`src/rtl/pe_array_pkg.sv`:
```
// pe_array_pkg: shared state encoding, default array size and step-counter width for the PE array sequencer
package pe_array_pkg;
  localparam int N_DEFAULT = 4;
  typedef enum logic [2:0] {
    S_IDLE,
    S_CLEAR,
    S_PRELOAD,
    S_STREAM,
    S_DRAIN,
    S_READOUT,
    S_DONE
  } state_t;
  function automatic int STEP_W(input int kw, input int n);
    int need;
    need = $clog2((1 << kw) + 2 * n - 1);
    return (need > kw + 2) ? need : kw + 2;
  endfunction
endpackage

```
`src/rtl/pe_array_sequencer_feed_window.sv`:
```
// feed_window: skewed operand enable, lane r active while r <= t < r + k_len
module feed_window #(
  parameter int N  = 4,
  parameter int KW = 8,
  parameter int TW = 10
) (
  input  logic [TW-1:0] t,
  input  logic [KW-1:0] k_len,
  output logic [N-1:0]  en
);
  always_comb begin
    for (int r = 0; r < N; r++) en[r] = (t >= TW'(r)) && ((t - TW'(r)) < TW'(k_len));
  end
endmodule

```
`src/rtl/pe_array_sequencer.sv`:
```
// pe_array_sequencer: registered Moore control sequencer for an N x N WS/OS systolic PE array
module pe_array_sequencer
  import pe_array_pkg::*;
#(
  parameter int N  = N_DEFAULT,
  parameter int KW = 8
) (
  input  logic                 clk,
  input  logic                 reset,
  input  logic                 start,
  input  logic                 abort,
  input  logic                 mode_os,
  input  logic [KW-1:0]        k_len,
  output logic                 busy,
  output logic                 done,
  output logic                 pe_reset,
  output logic                 output_stationary,
  output logic                 preload_valid,
  output logic [$clog2(N)-1:0] preload_row,
  output logic [N-1:0]         row_feed_en,
  output logic [N-1:0]         col_feed_en,
  output logic [KW+1:0]        step,
  output logic                 result_valid
);
  localparam int PW = $clog2(N);
  localparam int SW = STEP_W(KW, N);
  state_t         state, nxt_state;
  logic [SW-1:0]  cnt, nxt_cnt, stream_last;
  logic [KW-1:0]  k_q, nxt_k;
  logic           mode_q, nxt_mode;
  logic [N-1:0]   row_en, col_en;
  logic           pv_n, strm_n;
  assign stream_last = SW'(k_q) + SW'(N - 2) + (mode_q ? SW'(N - 1) : SW'(0));
  always_comb begin
    nxt_state = state;
    nxt_cnt   = cnt;
    nxt_k     = k_q;
    nxt_mode  = mode_q;
    if (state == S_IDLE) begin
      if (start && !abort) begin
        nxt_k     = k_len;
        nxt_mode  = mode_os;
        nxt_cnt   = '0;
        nxt_state = (k_len == '0) ? S_DONE : mode_os ? S_CLEAR : S_PRELOAD;
      end
    end else if (abort) begin
      nxt_state = S_IDLE;
      nxt_cnt   = '0;
    end else begin
      case (state)
        S_CLEAR: begin
          nxt_state = S_STREAM;
          nxt_cnt   = '0;
        end
        S_PRELOAD: begin
          nxt_state = (cnt == SW'(N - 1)) ? S_STREAM : S_PRELOAD;
          nxt_cnt   = (cnt == SW'(N - 1)) ? '0 : cnt + 1'b1;
        end
        S_STREAM: begin
          nxt_state = (cnt != stream_last) ? S_STREAM : mode_q ? S_READOUT : S_DRAIN;
          nxt_cnt   = (cnt == stream_last) ? '0 : cnt + 1'b1;
        end
        S_DRAIN, S_READOUT: begin
          nxt_state = (cnt == SW'(N - 1)) ? S_DONE : state;
          nxt_cnt   = (cnt == SW'(N - 1)) ? '0 : cnt + 1'b1;
        end
        default: begin
          nxt_state = S_IDLE;
          nxt_cnt   = '0;
        end
      endcase
    end
  end
  assign pv_n   = (nxt_state == S_PRELOAD) || (nxt_state == S_READOUT);
  assign strm_n = (nxt_state == S_STREAM);
  feed_window #(.N(N), .KW(KW), .TW(SW)) u_row_window (.t(nxt_cnt), .k_len(nxt_k), .en(row_en));
  feed_window #(.N(N), .KW(KW), .TW(SW)) u_col_window (.t(nxt_cnt), .k_len(nxt_k), .en(col_en));
  always_ff @(posedge clk) begin
    if (reset) begin
      state             <= S_IDLE;
      cnt               <= '0;
      k_q               <= '0;
      mode_q            <= 1'b0;
      busy              <= 1'b0;
      done              <= 1'b0;
      pe_reset          <= 1'b0;
      output_stationary <= 1'b0;
      preload_valid     <= 1'b0;
      preload_row       <= '0;
      row_feed_en       <= '0;
      col_feed_en       <= '0;
      step              <= '0;
      result_valid      <= 1'b0;
    end else begin
      state             <= nxt_state;
      cnt               <= nxt_cnt;
      k_q               <= nxt_k;
      mode_q            <= nxt_mode;
      busy              <= nxt_state != S_IDLE;
      done              <= nxt_state == S_DONE;
      pe_reset          <= nxt_state == S_CLEAR;
      output_stationary <= (nxt_state != S_IDLE) && nxt_mode;
      preload_valid     <= pv_n;
      preload_row       <= pv_n ? nxt_cnt[PW-1:0] : '0;
      row_feed_en       <= strm_n ? row_en : '0;
      col_feed_en       <= (strm_n && nxt_mode) ? col_en : '0;
      step              <= strm_n ? nxt_cnt[KW+1:0] : '0;
      result_valid      <= (nxt_state == S_DRAIN) || (nxt_state == S_READOUT);
    end
  end
endmodule

```
`config.mk`:
```
export PLATFORM = sky130hd
export DESIGN_NAME = pe_array_sequencer
export DESIGN_NICKNAME = d
export VERILOG_FILES = /design/src/rtl/pe_array_pkg.sv /design/src/rtl/pe_array_sequencer_feed_window.sv /design/src/rtl/pe_array_sequencer.sv
export SDC_FILE = /design/constraint.sdc
export NUM_CORES = 1
export LEC_CHECK = 0
export CAP_MARGIN = 20
export CORE_MARGIN = 2
export CORE_UTILIZATION = 59
export DETAILED_ROUTE_END_ITERATION = 7
export GPL_TIMING_DRIVEN = 0
export MAX_ROUTING_LAYER = met4
export PLACE_DENSITY_LB_ADDON = 0.12
export SYNTH_ARGS = -nofsm -noshare
export SYNTH_HDL_FRONTEND = slang
export SYNTH_HIERARCHICAL = 1
export SYNTH_SLANG_ARGS = --single-unit
```
`constraint.sdc`:
```
create_clock -name clk -period 6.2 [get_ports clk]
set_input_delay 1.24 -clock clk [delete_from_list [all_inputs] [get_ports clk]]
set_output_delay 1.24 -clock clk [all_outputs]
set_load 0.05 [all_outputs]
```
==> metrics list, run 1 <==
- The run finished with clean final reports.
- Slowest cell on the critical path: sky130_fd_sc_hd__or4_2
* Maximum number of buffers from clock root to sink: 2
* HP Class: reg -> reg
- Routability-driven placement finished with a final weighted congestion of 0.9807.
- Highest achievable clock rate: 0.1702 GHz
- Part of the cycle the worst path needs: 94.76%
* Remaining DRCs: 0
* Ant. Diodes: 0
- Pin placement for this block handled 39 I/O pins.
- In this run the clock root is driven by a sky130_fd_sc_hd__clkbuf_8.
- Category of the worst setup path capture point: flip-flop
* Post-synth ARST share: 0%
- Summed over all cells, the static leakage comes to 2.168 nW.
- Counting flops with a built-in enable in the synthesized netlist gives 0.
- Layout net count: 681
- The initial utilization of the core area, before any placement, comes to 59.84%.
* Via density: 5.826
* Synth top cells by count: 72 x sky130_fd_sc_hd__ha_1, 48 x sky130_fd_sc_hd__dfxtp_1, 40 x sky130_fd_sc_hd__inv_1
- The clock drives 48 sinks.
* Crit Path Category: reg -> reg
- Launching point of the worst reg2reg path: mode_q
- Slew Viols, Final: 0
* Clock transition at the registers of the reported paths: 80 ps
- Among the stages of the critical path, the cell type that occurs most often is sky130_fd_sc_hd__ha_1.
- Averaged over all synthesized cells, the footprint is 8.398 µm².
- The pre-antenna-repair detailed-routing pass consisted of 6 iterations.
- The first global-routing pass estimated 18140 µm of wire.
* Largest cells by area after synthesis: sky130_fd_sc_hd__dfxtp_1 21%, sky130_fd_sc_hd__ha_1 20%, sky130_fd_sc_hd__xnor2_1 6.0%
- Via count of the first global-routing pass: 3849
* Slowest Stage Delay on Critical Path: 640 ps
- Worst-skew pair later-pin latency: 300 ps
* Origin of the worst min-delay path: mode_q
- In this run the power density over the cells is 129.3 nW/µm².
- Die extent in x: 91.84 µm
- Highest net fanout along the worst path: 9
* Die area: 8434 µm²
* Final sum of negative setup slack: 0 ps
- Flops & latches, synth: 48
* Number of setup violations in the final report: 0
- Cell chain of the critical path: inv_1 -> ha_1 -> inv_1 -> ha_1 -> fa_1 -> xor2_1 -> nor4_1 -> nand3_1 -> a311oi_4 -> o21a_2 -> or3_1 -> nand3_1 -> buf_2 -> or4_2 -> clkbuf_1 -> nor2_1 -> xor2_1 -> ha_1 -> a21oi_1 -> nand2_1 -> a21o_1 -> a2111oi_2 -> and2_1
- The number of hold-slack violations in the final timing report was 0.
- Post-synth design cell area: 4552 µm²
- Most frequently used flop master after synthesis: sky130_fd_sc_hd__dfxtp_1
- After floorplanning, the core was divided into 32 placement rows.
- TritonCTS built the clock tree.
* Final Core Density: 68.44%
* Maximum number of pins on one net before global-route repair: 16
* Htree depth: 2
* Area of the core: 7607 µm²
- The worst-case IR drop observed on VDD is 0.08861 mV.
- Total Wirelength: 11120 µm
* CTS hold repair buffers: 0
* DR WL/cell: 15.96 µm
* Total global-route track usage: 27.25%
* Sum of net half-perimeters after detailed placement: 8756 µm
* Yosys warning total: 6
- The worst setup path is launched from a flip-flop.
- The routed layout has 4061 vias.
- Register area share after synthesis: 21.11%
* Syn-to-layout area delta: 14.38%
- Buffers placed on the I/O ports in this run total 37.
- FILL cells: 653
- Clock period minus final worst setup slack: 5875 ps
* Tightest slew margin relative to the limit: 49.95%
* Largest clock skew in the final design: 8.125 ps
- Net count after synthesis: 628
- The number of antenna violations at the first check in global routing came to 0.
- In this run, the number of DRC markers left after iteration 0 of detailed routing was 177.
- The total overflow left after global routing is 0.
- Data on the critical path arrives at its endpoint at 6110 ps.
- Summed over all instances, the cell type with the most area after synthesis is sky130_fd_sc_hd__dfxtp_1.
- Proportion of netlist area held by the largest area contributor: 21.11%
- At the worst endpoint, the required time is 6440 ps.
- The die is 91.84 µm tall.
- Across the run, the number of max-cap violations was 0.
* Residual antenna-violating net count after detailed routing: 0
* Yosys cell types: 64
- Pin slew with the least headroom to its limit: 745.8 ps
- In this run the worst setup path begins at mode_q.
- Fraction of layout instances using a drive strength above 1: 9.244%
* Clock buffer count from CTS: 5
- Library cell with the highest instance count after synthesis: sky130_fd_sc_hd__ha_1
- The cell count after synthesis came out at 542.
## routing by layer
| metal | vias up | part of all wire, % | track usage (%) |
|---|---|---|---|
| li1 | 2025 | - | - |
| met1 | 1920 | 43 | 32.27 |
| met2 | 101 | 51 | 49.20 |
| met3 | 15 | 3.9 | 2.136 |
| met4 | 0 | 1.5 | 8.458 |
| met5 | - | 0 | - |
## worst max-delay path, delay by kind of cell, from the launching register on
family                     cells  cell delay, ps
xor gates and xnor gates       2             320
buffers and inverters          4             610
and+or+nand+nor                8            1990
AOI/OAI and AO/OA              5            1290
adders and majority gates      4            1230
DFF                            1             360
## path summary, 6_finish.rpt
| path | endpoint | slack [ps] | cells after the start |
|---|---|---|---|
| setup reg to reg | col_feed_en[2] | 320 | 23 |
| setup / recovery | col_feed_en[2] | 320 | 23 |
| hold reg to reg | mode_q | 620 | 2 |
| hold / removal | mode_q | 620 | 2 |
## final cells by class
class	count	area, µm²	area share, %
Multi-Input combinational cell	427	3278	62.97
Sequential cell	48	960.9	18.46
Timing Repair Buffer	46	435.4	8.363
Buffer	27	172.7	3.317
Inverter	40	153.9	2.956
Tap cell	102	127.6	2.451
Clock buffer	6	72.57	1.394
Clock inverter	1	5.005	0.09613
## where the power goes
part / switching, mW / total [mW] / internal, mW / leakage (nW)
clock network: 0.0959 / 0.173 / 0.0768 / 0.0410
logic: 0.103 / 0.182 / 0.0784 / 1.74
registers: 0.00485 / 0.318 / 0.314 / 0.388
total: 0.204 / 0.673 / 0.469 / 2.17
## sequential cells by signal, indices dropped and copies added, names as in the netlist
signal and count:
mode_q 1, preload_row 2, state 3, busy 1
preload_valid 1, row_feed_en 4, output_stationary 1, col_feed_en 4
step 10, result_valid 1, k_q 8, pe_reset 1
cnt 10, done 1
## placed cells by master, fill, tap and decap left out, drive strengths merged, types with 7 or more instances in the layout
cell type	n
a31oi	11
a21o	12
nor4	10
o21ai	13
buf	17
and2	7
xnor2	31
dfxtp	48
xor2	23
nor2b	22
inv	39
clkdlybuf4s50	37
nand4	8
a21oi	28
nand2b	7
nor3	19
clkbuf	25
nor2	30
ha	72
nand3	31
nand2	36
mux2	8
## stage by stage
| step | power (mW) | std cells | setup slack [ps] | area [µm²] | hold slack [ps] |
|---|---|---|---|---|---|
| 4_1_cts | 0.6736 | 689 | 80.92 | 5140 | 621.4 |
| 5_1_grt | 0.7137 | 697 | -10.46 | 5206 | 670.0 |
| 2_1_floorplan | 0.4535 | 542 | 1099 | 4552 | 536.1 |
| 3_5_place_dp | 0.5039 | 682 | -158.8 | 5057 | 599.3 |
| 6_report | 0.6730 | 697 | 325.0 | 5206 | 623.2 |
| 3_3_place_gp | 0.4945 | 681 | -60.46 | 5050 | 590.5 |
## kinds of logic (layout without fill, tap and decap cells)
group / after synthesis / after routing / synth area share [%]
adder cells (fa/ha/maj): 73 / 73 / 20.23
AND/OR/NAND/NOR: 198 / 198 / 24.46
flip-flops: 48 / 48 / 21.11
multiplexers: 10 / 10 / 2.419
AO/OA/AOI/OAI: 92 / 92 / 14.29
XOR/XNOR: 54 / 54 / 10.39
buffers and inverters: 67 / 120 / 7.092
## timing repair
item	in CTS	in global routing
pin swaps	0	2
gates resized for setup	1	4
endpoints found under the setup margin	4	7
buffers inserted	0	7
hold endpoints to repair	0	0
Power figures use the tool's default switching activity.
==> run 2, diff against run 1 <==
--- a/config.mk
+++ b/config.mk
@@ -6,7 +6,7 @@
 export NUM_CORES = 1
 export LEC_CHECK = 0
 export CAP_MARGIN = 20
-export CORE_MARGIN = 2
+export CORE_MARGIN = 3
 export CORE_UTILIZATION = 59
 export DETAILED_ROUTE_END_ITERATION = 7
 export GPL_TIMING_DRIVEN = 0
==> run 2 against run 1 <==
  * Count of clock-buffer cells in the layout rose by 1
  * Clock power rose by 13%
  * Routed wire length fell by 1.0%
  * Die area up 4.4%
  * Via count is essentially flat
  * Sequential cell count stayed put
  * Non-clock buffer count did not move
  * Critical path type unchanged
==> metrics list, run 2 (same netlist as run 1, synthesis figures left out) <==
- CTS hold repair buffers: 0
- Area of the core: 7370 µm²
- Syn-to-layout area delta: 14.79%
* Largest clock skew in the final design: 4.092 ps
* Leak pwr: 2.180 nW
* Cells after DPL: 680
- Power comes to 0.6949 mW.
* Die extent in x: 93.84 µm
- The worst setup path is launched from a flip-flop.
* Origin of the worst min-delay path: mode_q
* Via count of the first global-routing pass: 3865
* Register-to-Register Setup Slack: 400 ps
- Setup violations remaining at the end of the flow were counted as 0.
* Final sum of negative setup slack: 0 ps
- Htree depth: 2
* Category of the worst setup path capture point: flip-flop
- Residual antenna-violating net count after detailed routing: 0
- Ant. Diodes: 0
* Die height: 93.84 µm
- Maximum number of pins on one net before global-route repair: 16
* Final Wtd Congestion: 0.9514
* Footprint of the multi-input gates: 3278 µm²
- The library cell used most frequently in the layout, excluding fill and tap cells, is sky130_fd_sc_hd__ha_1.
* End point of the most critical hold path: mode_q
- In this run the clock root is driven by a sky130_fd_sc_hd__clkbuf_8.
* Maximum number of buffers from clock root to sink: 2
* FILL cells: 616
- The number of buffers and inverters on the critical path is 4.
* First-pass detailed-route iteration total: 5
* HP Class: reg -> reg
- For the pin with the worst max-slew slack, the measured transition is 771.8 ps.
- First-pass GRT wire length: 18330 µm
- Number of port buffers: 37
- The worst hold path passes through 2 cells.
- Across all layers, the routed design uses 4060 vias.
- Worst-skew pair later-pin latency: 290 ps
- The floorplan step defined a die boundary enclosing 8805 µm².
* Number of non-filler instances in the completed layout: 694
* Setup repair after global routing missed its margin: no
- The first routing iteration left 203 violations.
- Counting buffers and inverters, the worst setup path is 23 cells deep.
- Final Core Density: 70.90%
* Clock sinks: 48
* DR WL/cell: 15.86 µm
* Remaining DRCs: 0
* Slowest Stage Delay on Critical Path: 660 ps
* Slew Viols, Final: 0
* Launching point of the worst reg2reg path: mode_q
- In the final design database the tool counted 681 nets.
- The number of cells on the worst reg-to-reg path is 23.
- Headroom to the max-slew limit came out at 48.20%.
* Clock transition at the registers of the reported paths: 80 ps
* Endpoint required time on the critical path: 6440 ps
- I/O pins: 39
- Using the TritonRoute via totals, the vias-per-cell ratio works out to 5.850.
- Once layout is done, the placed cells without fillers occupy 5225 µm².
- Clock period minus final worst setup slack: 5801 ps
- The cell that appears most often on the critical path is sky130_fd_sc_hd__ha_1.
- VDD sags by at most 0.09344 mV.
- Signal arrival time at the worst endpoint: 6040 ps
- In this design, the largest share of critical-path delay is due to simple AND/OR/NAND/NOR gates.
- Overflow left after global routing: 0
* Total Wirelength: 11010 µm
* Part of the cycle the worst path needs: 93.57%
- Clock buffer count from CTS: 5
* Crit Path Category: reg -> reg
- Across the run, the number of max-cap violations was 0.
- For this run, the top clock speed supported by timing is 0.1724 GHz.
- Highest net fanout along the worst path: 8
- Site Rows: 31
* Initial standard-cell utilization of the core: 61.77%
- In this run the power density over the cells is 133.0 nW/µm².
- Run status: completed
- The largest registers in the layout are cnt: 10 flops, step: 10 flops, k_q: 8 flops.
* Sum of net half-perimeters after detailed placement: 8795 µm
- CTS tree: built
- Footprint of the flip-flops and latches: 960.9 µm²
* Commonest non-fill, non-tap cells in the layout: 72 x sky130_fd_sc_hd__ha_1, 48 x sky130_fd_sc_hd__dfxtp_1, 39 x sky130_fd_sc_hd__inv_1, 37 x sky130_fd_sc_hd__clkdlybuf4s50_1, 36 x sky130_fd_sc_hd__nand2_1
* Initial antenna violation count: 0
- Slowest cell on the critical path: sky130_fd_sc_hd__or4_2
* Final hold violation count: 0
* Cell Area, Placed: 5062 µm²
- Total global-route track usage: 26.51%
- The worst register-to-register path ends at col_feed_en[2].
- Fraction of layout instances using a drive strength above 1: 9.412%
- The critical path goes through inv_1 -> ha_1 -> inv_1 -> ha_1 -> fa_1 -> xor2_1 -> nor4_1 -> nand3_1 -> a311oi_4 -> o21ai_2 -> a21oi_1 -> nor2_1 -> buf_2 -> or4_2 -> clkbuf_1 -> nor2_1 -> xor2_1 -> ha_1 -> a21oi_1 -> nand2_1 -> a21o_1 -> a2111oi_2 -> and2_1.
-- run 2: worst min-delay path, delay by kind of cell, from the launching register on --
kind          cells  cell delay (ps)
flops             1              360
simple gates      1              130
mux               1              110
-- run 2: how the worst max path moves through the flow --
stage,startpoint,to,slack [ps]
3_3_place_gp,mode_q,col_feed_en[2],20
6_report,mode_q,col_feed_en[2],400
2_1_floorplan,mode_q,col_feed_en[2],1100
3_5_place_dp,mode_q,col_feed_en[1],-50
4_1_cts,mode_q,row_feed_en[3],70
5_1_grt,mode_q,col_feed_en[2],60
-- run 2: power breakdown --
part	internal [mW]	switching, mW	leakage [nW]
sequential	0.314	0.00524	0.388
combinational	0.0777	0.104	1.74
clock	0.0994	0.0955	0.0503
total	0.491	0.204	2.18
-- run 2: layout make-up --
cell class	count	share of cell area, %
clock buffers	7	1.844
inverters	40	2.945
well taps	99	2.371
flip-flops and latches	48	18.39
multi-input cells	427	62.74
repair buffers	46	8.405
plain buffers	27	3.305
-- run 2: timing repair --
action	CTS	global route
gates resized for setup	1	4
setup endpoints to repair	4	7
pin swaps	0	2
buffers inserted	0	7
-- run 2: per-stage QoR --
stage | setup slack, ps | hold WS (ps)
after floorplan | 1099 | 536.1
after global placement | 18.58 | 585.3
after detailed placement | -52.01 | 626.2
after CTS | 73.68 | 647.1
after global routing | 60.87 | 682.3
final | 398.7 | 634.0
-- run 2: routing by layer --
metal	GRT usage, %	routed length (µm)
met5	-	0
met4	7.100	207
met2	45.59	5511
met3	2.564	367
met1	33.24	4919
==> run 3, diff against run 2 <==
--- a/config.mk
+++ b/config.mk
@@ -12,6 +12,7 @@
 export GPL_TIMING_DRIVEN = 0
 export MAX_ROUTING_LAYER = met4
 export PLACE_DENSITY_LB_ADDON = 0.12
+export RECOVER_POWER = 25
 export SYNTH_ARGS = -nofsm -noshare
 export SYNTH_HDL_FRONTEND = slang
 export SYNTH_HIERARCHICAL = 1
==> run 3 against run 2 <==
  * Sequential power about the same
  * Worst setup slack about the same
  * Fmax about the same
  * Largest power group unchanged
  * Sequential share of layout area unchanged
  * Utilization unchanged
  * Largest cell class unchanged
==> metrics list, run 3 (same netlist as run 1, synthesis figures left out) <==
* Clock sinks: 48
* Final hold violation count: 0
- Die area: 8805 µm²
- Across the run, the number of max-cap violations was 0.
* Overflow left after global routing: 0
* Number of setup violations in the final report: 0
* Worst setup path start: mode_q
- Die extent in x: 93.84 µm
* CTS hold repair buffers: 0
* Endpoint required time on the critical path: 6440 ps
* Number of port buffers: 37
- Clock-pin slew was measured on the worst setup and hold paths at 80 ps.
- Crit Path Category: reg -> reg
* Part of the cycle the worst path needs: 93.57%
- Measured along the y axis, the die boundary spans 93.84 µm.
- Final Core Density: 70.90%
- Number of vias in the routed layout: 4066
* WL met1: 4896 µm
- The worst setup path is launched from a flip-flop.
- For this run, the top clock speed supported by timing is 0.1724 GHz.
- Area of the core: 7370 µm²
- Via density: 5.859
* Maximum number of buffers from clock root to sink: 2
- Dividing the detail-routed wire length by the instance count gives 15.80 µm.
* Total power: 0.6947 mW
- Worst vdd rail ir drop: 0.09392 mV
* Metal2 WL: 5485 µm
* Launching point of the worst reg2reg path: mode_q
- Pin slew with the least headroom to its limit: 778.4 ps
* Number of violations reported at the end of detailed-routing iteration 0: 181
* I/O pins: 39
* Total Wirelength: 10970 µm
- Power spread over the standard cell area amounts to 133.0 nW/µm².
- Root buffer cell: sky130_fd_sc_hd__clkbuf_8
- Of all nets on the critical path, the largest fanout is 8.
* Summed area of non-filler cells in the final layout: 5225 µm²
* Category of the worst setup path capture point: flip-flop
* Site Rows: 31
* Uppermost layer routed: met4
- Setup slack of the critical path after layout: 398.4 ps
- Residual antenna-violating net count after detailed routing: 0
- Htree depth: 2
* Worst-skew pair later-pin latency: 290 ps
* Sum of net half-perimeters after detailed placement: 8795 µm
* HP Class: reg -> reg
- Entering global routing, the biggest net connects 16 pins.
* Commonest non-fill, non-tap cells in the layout: 72 x sky130_fd_sc_hd__ha_1, 48 x sky130_fd_sc_hd__dfxtp_1, 39 x sky130_fd_sc_hd__inv_1, 36 x sky130_fd_sc_hd__nand2_1, 31 x sky130_fd_sc_hd__xnor2_1
- Remaining DRCs: 0
- After the last flow step, the layout net total stands at 681.
- Tightest slew margin relative to the limit: 47.76%
- Total global-route track usage: 26.51%
- The number of slew-limit violations in the final report is 0.
- On the final layout, the worst hold slack is 635.2 ps.
- Counting the buffers created by CTS gives 5.
- Ant. Diodes: 0
- The run finished with clean final reports.
- Signal arrival time at the worst endpoint: 6040 ps
- TritonCTS built the clock tree.
* Syn-to-layout area delta: 14.79%
- Leak pwr: 2.243 nW
- The number of global-route vias before repair was 3865.
- OpenSTA, run right after detailed placement, puts the worst setup slack at -52.01 ps.
- Before antenna repair, the detailed router went through 6 iterations.
- First-pass GRT wire length: 18330 µm
- Clock period minus final worst setup slack: 5802 ps
- Setup repair after global routing left no endpoint under its margin.
* Final Wtd Congestion: 0.9514
- Largest clock skew in the final design: 4.690 ps
* Cell Area, Placed: 5062 µm²
- Fraction of layout instances using a drive strength above 1: 9.412%
* Length of routed met3 wiring: 349 µm
- The initial utilization of the core area, before any placement, comes to 61.77%.
- The library cell used most frequently in the layout, excluding fill and tap cells, is sky130_fd_sc_hd__ha_1.
* Initial antenna violation count: 0
- In the final layout, the registers with the most flip-flops are cnt: 10 flops, step: 10 flops, k_q: 8 flops.
- Origin of the worst min-delay path: mode_q
==> run 3: cell count changes in the layout (fill, tap and decap cells not counted), sizes merged <==
cell | before | now
clkdlybuf4s50 | 37 | 19
dlygate4sd3 | 0 | 18
==> run 3: repair_timing <==
item / in CTS / in global routing
gates resized for setup: 1 / 4
endpoints found under the setup margin: 4 / 7
pin swaps: 0 / 2
buffers inserted: 0 / 7
==> run 3: final timing paths <==
kind	slack, ps	cells past startpoint	endpoint
worst max-delay path	400	23	col_feed_en[2]
worst min-delay path	640	2	mode_q
worst max register to register	400	23	col_feed_en[2]
worst min register to register	640	2	mode_q
==> run 3: routing by layer <==
metal  vias to the layer above  GRT usage (%)
met1                      1929          33.24
li1                       2024              -
met4                         0          7.100
met3                        20          2.564
met2                        93          45.59
met5                         -              -
==> run 3: per-stage QoR <==
stage / setup TNS, ps / cells
after global placement: 0 / 678
final: 0 / 694
after floorplan: 0 / 542
after CTS: 0 / 687
after global routing: 0 / 694
after detailed placement: -121.3 / 680
==> run 3: power breakdown <==
group / total, mW / switching [mW] / internal (mW)
clock: 0.195 / 0.0959 / 0.0994
combinational: 0.181 / 0.104 / 0.0773
sequential: 0.319 / 0.00506 / 0.314
total: 0.695 / 0.204 / 0.490
==> run 3: layout make-up <==
| cell class | instances | area, µm² |
|---|---|---|
| multi-input combinational | 427 | 3278 |
| fill | 616 | 2145 |
| sequential | 48 | 960.9 |
| buffer | 27 | 172.7 |
| clock buffer | 7 | 96.34 |
| timing repair buffer | 46 | 439.2 |
| inverter | 40 | 153.9 |
| tap | 99 | 123.9 |
==> run 3: worst max-delay path, stage by stage (launching register included) <==
cell and delay (ps):
sky130_fd_sc_hd__dfxtp_1 360, sky130_fd_sc_hd__inv_1 70, sky130_fd_sc_hd__ha_1 260, sky130_fd_sc_hd__inv_1 40, sky130_fd_sc_hd__ha_1 210, sky130_fd_sc_hd__fa_1 450
sky130_fd_sc_hd__xor2_1 150, sky130_fd_sc_hd__nor4_1 340, sky130_fd_sc_hd__nand3_1 200, sky130_fd_sc_hd__a311oi_4 390, sky130_fd_sc_hd__o21ai_2 210, sky130_fd_sc_hd__a21oi_1 290
sky130_fd_sc_hd__nor2_1 190, sky130_fd_sc_hd__buf_2 220, sky130_fd_sc_hd__or4_2 660, sky130_fd_sc_hd__clkbuf_1 210, sky130_fd_sc_hd__nor2_1 160, sky130_fd_sc_hd__xor2_1 180
sky130_fd_sc_hd__ha_1 280, sky130_fd_sc_hd__a21oi_1 150, sky130_fd_sc_hd__nand2_1 70, sky130_fd_sc_hd__a21o_1 180, sky130_fd_sc_hd__a2111oi_2 300, sky130_fd_sc_hd__and2_1 170
